===== src/rtl/mem_lsu.sv =====
// mem_lsu: load/store unit for LW/SW and multi-register LM/SM transfers.
// Define MEM_LSU_MULTI_EN to execute LM/SM; otherwise they raise illegal_o.

module mem_lsu (
    input  logic        clk_i,
    input  logic        rst_i,
    input  logic        in_valid_i,
    input  logic [15:0] in_instr_i,
    input  logic [15:0] in_addr_i,
    input  logic [15:0] in_val_i,
    input  logic [2:0]  in_rd_i,
    input  logic        in_wb_en_i,
    output logic        stall_o,
    output logic        load_pending_o,
    output logic        dmem_req_o,
    output logic        dmem_we_o,
    output logic [15:0] dmem_addr_o,
    output logic [15:0] dmem_wdata_o,
    input  logic [15:0] dmem_rdata_i,
    input  logic        dmem_ready_i,
    output logic [2:0]  rf_rd_idx_o,
    input  logic [15:0] rf_rd_val_i,
    output logic        wb_valid_o,
    output logic [2:0]  wb_rd_o,
    output logic [15:0] wb_val_o,
    output logic        illegal_o
);

`ifdef MEM_LSU_MULTI_EN
    typedef enum logic [1:0] {S_IDLE, S_ACCESS, S_MULTI} state_t;
`else
    typedef enum logic [1:0] {S_IDLE, S_ACCESS} state_t;
`endif

    state_t      state_q, state_d;
    logic [15:0] addr_q, addr_d;
    logic [15:0] wdata_q, wdata_d;
    logic [15:0] wb_val_q, wb_val_d;
    logic [2:0]  rd_q, rd_d;
    logic [2:0]  wb_rd_q, wb_rd_d;
    logic [7:0]  mask_q, mask_d;
    logic [7:0]  mask_left;
    logic [2:0]  cur_idx;
    logic        we_q, we_d;
    logic        load_q, load_d;
    logic        wb_v_q, wb_v_d;
    logic        wb_ld_q, wb_ld_d;
    logic        ill_q, ill_d;
    logic        is_lw, is_sw, is_lm, is_sm;
    logic        accept, multi_ok;
    logic        unused_bits;

    assign is_lw  = in_instr_i[15:12] == 4'b0100;
    assign is_sw  = in_instr_i[15:12] == 4'b0101;
    assign is_lm  = in_instr_i[15:12] == 4'b0110;
    assign is_sm  = in_instr_i[15:12] == 4'b0111;
    assign accept = in_valid_i && (state_q == S_IDLE);

`ifdef MEM_LSU_MULTI_EN
    assign multi_ok = |in_instr_i[7:0];
`else
    assign multi_ok = 1'b0;
`endif

    // Highest remaining mask bit maps to the lowest register number.
    always_comb begin
        cur_idx = 3'd0;
        for (int i = 0; i < 8; i++) begin
            if (mask_q[i]) cur_idx = 3'(7 - i);
        end
    end

    assign mask_left = mask_q & ~(8'h80 >> cur_idx);

    always_comb begin
        state_d  = state_q;
        addr_d   = addr_q;
        wdata_d  = wdata_q;
        rd_d     = rd_q;
        mask_d   = mask_q;
        we_d     = we_q;
        load_d   = load_q;
        wb_v_d   = 1'b0;
        wb_rd_d  = wb_rd_q;
        wb_val_d = wb_val_q;
        wb_ld_d  = 1'b0;
        ill_d    = 1'b0;
        unique case (state_q)
            S_IDLE: begin
                if (in_valid_i) begin
                    unique case (1'b1)
                        is_lw || is_sw: begin
                            state_d = S_ACCESS;
                            addr_d  = in_addr_i;
                            wdata_d = in_val_i;
                            rd_d    = in_rd_i;
                            we_d    = is_sw;
                            load_d  = is_lw;
                        end
                        is_lm || is_sm: begin
`ifdef MEM_LSU_MULTI_EN
                            if (multi_ok) begin
                                state_d = S_MULTI;
                                addr_d  = in_addr_i;
                                mask_d  = in_instr_i[7:0];
                                we_d    = is_sm;
                                load_d  = is_lm;
                            end
`else
                            ill_d = 1'b1;
`endif
                        end
                        default: begin
                            if (in_wb_en_i) begin
                                wb_v_d   = 1'b1;
                                wb_rd_d  = in_rd_i;
                                wb_val_d = in_val_i;
                            end
                        end
                    endcase
                end
            end
            S_ACCESS: begin
                if (dmem_ready_i) begin
                    state_d = S_IDLE;
                    if (load_q) begin
                        wb_v_d   = 1'b1;
                        wb_rd_d  = rd_q;
                        wb_val_d = dmem_rdata_i;
                        wb_ld_d  = 1'b1;
                    end
                end
            end
`ifdef MEM_LSU_MULTI_EN
            S_MULTI: begin
                if (dmem_ready_i) begin
                    addr_d = addr_q + 16'd1;
                    mask_d = mask_left;
                    if (mask_left == 8'h00) state_d = S_IDLE;
                    if (load_q) begin
                        wb_v_d   = 1'b1;
                        wb_rd_d  = cur_idx;
                        wb_val_d = dmem_rdata_i;
                        wb_ld_d  = 1'b1;
                    end
                end
            end
`endif
            default: state_d = S_IDLE;
        endcase
    end

    always_ff @(posedge clk_i) begin
        if (rst_i) begin
            state_q  <= S_IDLE;
            addr_q   <= 16'h0000;
            wdata_q  <= 16'h0000;
            rd_q     <= 3'd0;
            mask_q   <= 8'h00;
            we_q     <= 1'b0;
            load_q   <= 1'b0;
            wb_v_q   <= 1'b0;
            wb_rd_q  <= 3'd0;
            wb_val_q <= 16'h0000;
            wb_ld_q  <= 1'b0;
            ill_q    <= 1'b0;
        end else begin
            state_q  <= state_d;
            addr_q   <= addr_d;
            wdata_q  <= wdata_d;
            rd_q     <= rd_d;
            mask_q   <= mask_d;
            we_q     <= we_d;
            load_q   <= load_d;
            wb_v_q   <= wb_v_d;
            wb_rd_q  <= wb_rd_d;
            wb_val_q <= wb_val_d;
            wb_ld_q  <= wb_ld_d;
            ill_q    <= ill_d;
        end
    end

    assign stall_o     = state_q != S_IDLE;
    assign dmem_req_o  = state_q != S_IDLE;
    assign dmem_we_o   = we_q && (state_q != S_IDLE);
    assign dmem_addr_o = addr_q;
    assign rf_rd_idx_o = cur_idx;
    assign wb_valid_o  = wb_v_q;
    assign wb_rd_o     = wb_rd_q;
    assign wb_val_o    = wb_val_q;
    assign illegal_o   = ill_q;

`ifdef MEM_LSU_MULTI_EN
    assign dmem_wdata_o = (state_q == S_MULTI) ? rf_rd_val_i : wdata_q;
`else
    assign dmem_wdata_o = wdata_q;
`endif

    // Pending covers the accept cycle, the access itself and the final wb cycle.
    assign load_pending_o = (accept && (is_lw || (is_lm && multi_ok)))
                         || ((state_q != S_IDLE) && load_q)
                         || wb_ld_q;

    assign unused_bits = ^{in_instr_i[11:0], rf_rd_val_i, mask_left};

endmodule

===== config.mk =====
export PLATFORM = sky130hd
export DESIGN_NAME = mem_lsu
export DESIGN_NICKNAME = d
export VERILOG_FILES = /design/src/rtl/mem_lsu.sv
export SDC_FILE = /design/constraint.sdc
export NUM_CORES = 1
export LEC_CHECK = 0
export ABC_AREA = 1
export CAP_MARGIN = 40
export CORE_ASPECT_RATIO = 0.5
export CORE_UTILIZATION = 42
export DETAILED_ROUTE_END_ITERATION = 8
export PLACE_DENSITY = 0.85
export SYNTH_ARGS = -nofsm -noshare
export SYNTH_HDL_FRONTEND = slang
export SYNTH_SLANG_ARGS = --single-unit
export TNS_END_PERCENT = 20

===== constraint.sdc =====
create_clock -name clk_i -period 3.2 [get_ports clk_i]
set_input_delay 0.32 -clock clk_i [delete_from_list [all_inputs] [get_ports clk_i]]
set_output_delay 0.32 -clock clk_i [all_outputs]
set_load 0.05 [all_outputs]

==> results of run 1 <==
## worst min-delay path, cell delays in order, from the launching register on
cell and delay [ns]:
dfxtp_1 0.31, nand2_1 0.06, a21oi_1 0.05
## layout make-up
class / count / area (sq um)
clock buffers: 9 / 225
clock inverters: 7 / 76.3
fillers: 494 / 2030
inverters: 46 / 175
multi-input cells: 265 / 1170
flip-flops and latches: 60 / 1200
well taps: 88 / 110
repair buffers: 121 / 1200
## registers in the layout (all words and copies together) (netlist names)
signal / flops
load_q: 1
illegal_o: 1
dmem_wdata_o: 16
wb_rd_o: 3
dmem_addr_o: 16
state_q: 1
we_q: 1
wb_val_o: 16
wb_ld_q: 1
wb_valid_o: 1
rd_q: 3
## how the worst min path moves through the flow
stage,end,slack [ns],depth (start not counted)
floorplan,rd_q[0],0.44,2
global placement,rd_q[2],0.45,2
detailed placement,dmem_wdata_o[11],0.45,2
CTS,dmem_wdata_o[11],0.46,2
global route,dmem_addr_o[4],0.48,2
finish,dmem_wdata_o[13],0.46,2
## where the power goes
group	leakage (nW)	switching, mW	internal, mW
clock network	0.142	0.354	0.606
logic	1.18	0.221	0.148
registers	0.488	0.0152	0.776
total	1.81	0.590	1.53
## cell usage after synthesis (all sizes together)
| cell | n | share of area, % |
|---|---|---|
| nor4 | 1 | 0.23 |
| buf | 27 | 6.5 |
| or2 | 1 | 0.23 |
| clkbuf | 8 | 1.1 |
| a21oi | 57 | 10 |
| nand3 | 56 | 10 |
| inv | 46 | 6.4 |
| nor2 | 61 | 8.9 |
| conb | 1 | 0.14 |
| dfxtp | 60 | 44 |
| nand2 | 86 | 12 |
## cells by family after synthesis
family	after synthesis
AND/OR/NAND/NOR	205
flip-flops	60
buffers and inverters	81
AO/OA/AOI/OAI	57
other	1
## metrics by stage
stage / setup WS, ns / hold slack (ns) / instance area [sq um]
finish: 0.947 / 0.461 / 4150
global route: 0.855 / 0.477 / 4150
CTS: 0.946 / 0.461 / 4150
detailed placement: 0.828 / 0.452 / 3850
global placement: 0.860 / 0.447 / 3850
floorplan: 1.45 / 0.439 / 2760
## metal layers
metal	part of all wire, %	GRT usage (%)
met5	0	0
met4	0.28	6.04
met3	6.5	6.95
met2	48	35.5
met1	46	28.3
==> flow_summary.ini, run 1 <==
[synth]
syn-instance-count = 404
synth_compound_area_share_pct = 10.4
ys_ff_latch = 60
synth_fa_ha_area_share_pct = 0
synth_cell_types = 18
ys_warn_count = 0
avgSynthCellArea_sq_um = 6.80
ys_seq_area_share_pct = 43.7
synth_top_family_by_area = simple AND/OR/NAND/NOR gates
synth-xor-area-share_pct = 0
synth.area.mux_share_pct = 0
synth_area_sq_um = 2750
yosys.area_share.simple_pct = 31.8

[power]
peakVddDrop_mv = 0.297
power.density_nw_per_um2 = 510
power_mw = 2.12
p_leak_nw = 1.81

[hold_path]
holdCritPathClass = reg -> reg
min_from = dmem_wdata_o[13]

[finish]
drive_above_1_share_pct = 5.51
mostFrequentLayoutCells = clkdlybuf4s50_1, nand2_1, nor2_1, dfxtp_1, a21oi_1
final_common_cell = clkdlybuf4s50_1
areaGrowthSynthToFinish_pct = 51.2
nets = 591
diodes = 0
final_cells = 596
utilization_pct = 67.2

[setup_path]
r2r_cells = 6
arrival_ns = 1.93
required_ns = 2.88
crit_end = load_pending_o
worst_path_max_delay_cell = clkdlybuf4s50_1
critPathTopFamily = simple AND/OR/NAND/NOR gates
crit_type = in -> out
end_kind = output pin
r2r_setup_slack_ns = 1.23
crit_cells = 6
cp_slowest_stage_delay_ns = 0.48
path_cells = clkdlybuf4s50_1 -> nand2_2 -> nor2_8 -> nand3_1 -> nand2_1 -> buf_4
startpoint_type = input pin
timing.rr.start = state_q[0]
crit_fanout = 37
regToRegEndpoint = dmem_wdata_o[7]
crit_start = in_instr_i[14]
path_buf_inv = 2

[drt]
wire_per_inst_um = 12.2
drtIter0Drc = 229
drt_wl_total_um = 7240
vias = 2715
drtAntennaViolNets = 0
drt-vias-per-instance = 4.56
drc_errors = 0
drt_pre_antenna_iters = 4

[flow_run]
max_cap_violations = 0

[global_route]
gr-total-overflow = 0
globalRouteTotalUtil_pct = 21.9
grt_first_pass_wirelength_um = 11400
grt_max_degree = 41
grt_pass1_vias = 2354
antenna_found_initial = 0

[floorplan]
core-area_sq_um = 6180
rows = 20
start_util_pct = 44.5
die_width_um = 116
die_height_um = 59.2
dieArea_sq_um = 6890
io_pins = 148

[timing]
finalSetupViolCount = 0
maxSlewHeadroom_pct = 51.4
hold_violations = 0
finClkSkew_ns = 0.00712
fin_crit_ns = 2.25
finalMaxSlewViolations = 0
timing.fmax_ghz = 0.444
tns_ns = 0
worst_pin_slew_ns = 0.726
finalCritPeriodShare_pct = 70.4
rsz0062_at_grt = no

[clock_tree]
insertion_delay_ns = 0.32
cts_setup_buffers = 0
cts_hold_buffers = 0
cts.reportedPaths.clkPinSlew_ns = 0.06
cts_resized = 0
clockRootBuffer = clkbuf_16
cts-htree-levels = 3
cts_tree = done
cts.sink_count = 60
clk_path_buf_depth = 2
numCtsBuffers = 9

[place]
gp_congestion = 0.842
dp_hpwl_um = 4800
io_buffers = 116
dp.cells = 580

[outcome]
status = finished, final reports clean
(Power assumes the default switching activity.)
==> run 2: changes to the inputs <==
--- a/config.mk
+++ b/config.mk
@@ -8,9 +8,9 @@
 export ABC_AREA = 1
 export CAP_MARGIN = 40
 export CORE_ASPECT_RATIO = 0.5
-export CORE_UTILIZATION = 42
+export CORE_UTILIZATION = 35
 export DETAILED_ROUTE_END_ITERATION = 8
-export PLACE_DENSITY = 0.85
+export PLACE_DENSITY = 0.76
 export SYNTH_ARGS = -nofsm -noshare
 export SYNTH_HDL_FRONTEND = slang
 export SYNTH_SLANG_ARGS = --single-unit
==> constraint.sdc (replaced) <==
create_clock -name clk_i -period 2.05 [get_ports clk_i]
set_input_delay 0.205 -clock clk_i [delete_from_list [all_inputs] [get_ports clk_i]]
set_output_delay 0.205 -clock clk_i [all_outputs]
set_load 0.05 [all_outputs]
==> flow_summary.ini, run 2 (same netlist as run 1, synthesis figures left out) <==
[outcome]
status = finished, final reports clean

[place]
gp_congestion = 0.836
dp_hpwl_um = 5280
io_buffers = 116

[finish]
mostFrequentLayoutCells = clkdlybuf4s50_1, nand2_1, nor2_1, dfxtp_1, a21oi_1
diodes = 0
multi_input_area_sq_um = 1170
fillers = 685
areaGrowthSynthToFinish_pct = 55.4
nets = 594
final_common_cell = clkdlybuf4s50_1
drive_above_1_share_pct = 6.29
seq_area_sq_um = 1200

[global_route]
gr-total-overflow = 0
globalRouteTotalUtil_pct = 18.9
grt_pass1_vias = 2481
grt_max_degree = 41
grt_first_pass_wirelength_um = 11900
antenna_found_initial = 0

[timing]
finalCritPeriodShare_pct = 91.2
finalSetupViolCount = 0
timing.fmax_ghz = 0.535
rsz0062_at_grt = no
finalMaxSlewViolations = 0
finClkSkew_ns = 0.00270
maxSlewHeadroom_pct = 59.5
worst_pin_slew_ns = 0.607
fin_crit_ns = 1.87
tns_ns = 0
hold_violations = 0

[flow_run]
max_cap_violations = 0

[setup_path]
cp_slowest_stage_delay_ns = 0.44
required_ns = 1.85
crit_fanout = 17
worst_path_max_delay_cell = dfxtp_1
crit_type = reg -> out
crit_start = state_q[0]
path_buf_inv = 2
end_kind = output pin
startpoint_type = flop
timing.rr.start = state_q[0]
r2r_setup_slack_ns = 0.45
path_cells = inv_4 -> nand2_4 -> nor2_8 -> nand3_1 -> nand2_1 -> buf_12
arrival_ns = 1.67
critPathTopFamily = simple AND/OR/NAND/NOR gates

[drt]
drt-vias-per-instance = 4.44
drtIter0Drc = 206
dr_wl_met2_um = 3560
wire_per_inst_um = 12.2
top_layer = met4
drc_errors = 0
drtAntennaViolNets = 0
drt_pre_antenna_iters = 5
met3_wirelength_um = 501
wl_met1_um = 3380
vias = 2738
drt_wl_total_um = 7500

[floorplan]
rows = 22
start_util_pct = 36.8
die_width_um = 127
dieArea_sq_um = 8230
core-area_sq_um = 7460
die_height_um = 64.7
io_pins = 148

[clock_tree]
clockRootBuffer = clkbuf_16
clk_path_buf_depth = 2
cts-htree-levels = 3
cts_tree = done
insertion_delay_ns = 0.32
cts_hold_buffers = 0
numCtsBuffers = 9
cts.sink_count = 60
cts_resized = 0
cts.reportedPaths.clkPinSlew_ns = 0.05
cts_setup_buffers = 0

[hold_path]
min_from = dmem_addr_o[7]
holdCritPathClass = reg -> reg

[power]
peakVddDrop_mv = 0.413
p_leak_nw = 1.86
power_mw = 3.21
power.density_nw_per_um2 = 752
run 2: where the power goes:
| part | total (mW) | switching (mW) | internal, mW |
|---|---|---|---|
| Combinational | 0.593 | 0.347 | 0.246 |
| Clock | 1.38 | 0.483 | 0.896 |
| Sequential | 1.24 | 0.0242 | 1.21 |
| Total | 3.21 | 0.854 | 2.36 |
run 2: layer usage:
layer	global-route usage, %	up-vias
li1	-	1458
met1	23.5	1207
met2	30.3	68
met3	6.69	5
met4	6.70	0
met5	0	-
run 2: through the flow:
step / hold WS, ns / setup slack, ns / area (sq um) / utilization [%] / instances
final: 0.458 / 0.180 / 4270 / 57.2 / 617
after global routing: 0.472 / 0.0755 / 4270 / 57.2 / 617
after CTS: 0.448 / 0.146 / 4270 / 57.2 / 617
after detailed placement: 0.450 / 0.251 / 3990 / 53.5 / 603
after global placement: 0.447 / 0.274 / 3990 / 53.5 / 603
after floorplan: 0.366 / 0.420 / 2760 / - / 406
run 2: final timing paths:
kind	to	cells after the start
setup / recovery	load_pending_o	6
hold / removal	dmem_addr_o[7]	2
setup reg to reg	dmem_wdata_o[10]	7
hold reg to reg	dmem_addr_o[7]	2
run 2: worst min-delay path, cell delays in order (launching register included):
cell and delay (ns):
dfxtp_1 0.30, nand2_1 0.06, a21oi_1 0.05
run 2: layout make-up:
class                      count  area share, %
clock buffer                  12           6.24
clock inverter                 2          0.234
inverter                      46           4.10
multi-input combinational    265           27.4
sequential                    60           28.1
tap                          108           3.17
timing repair buffer         124           30.7
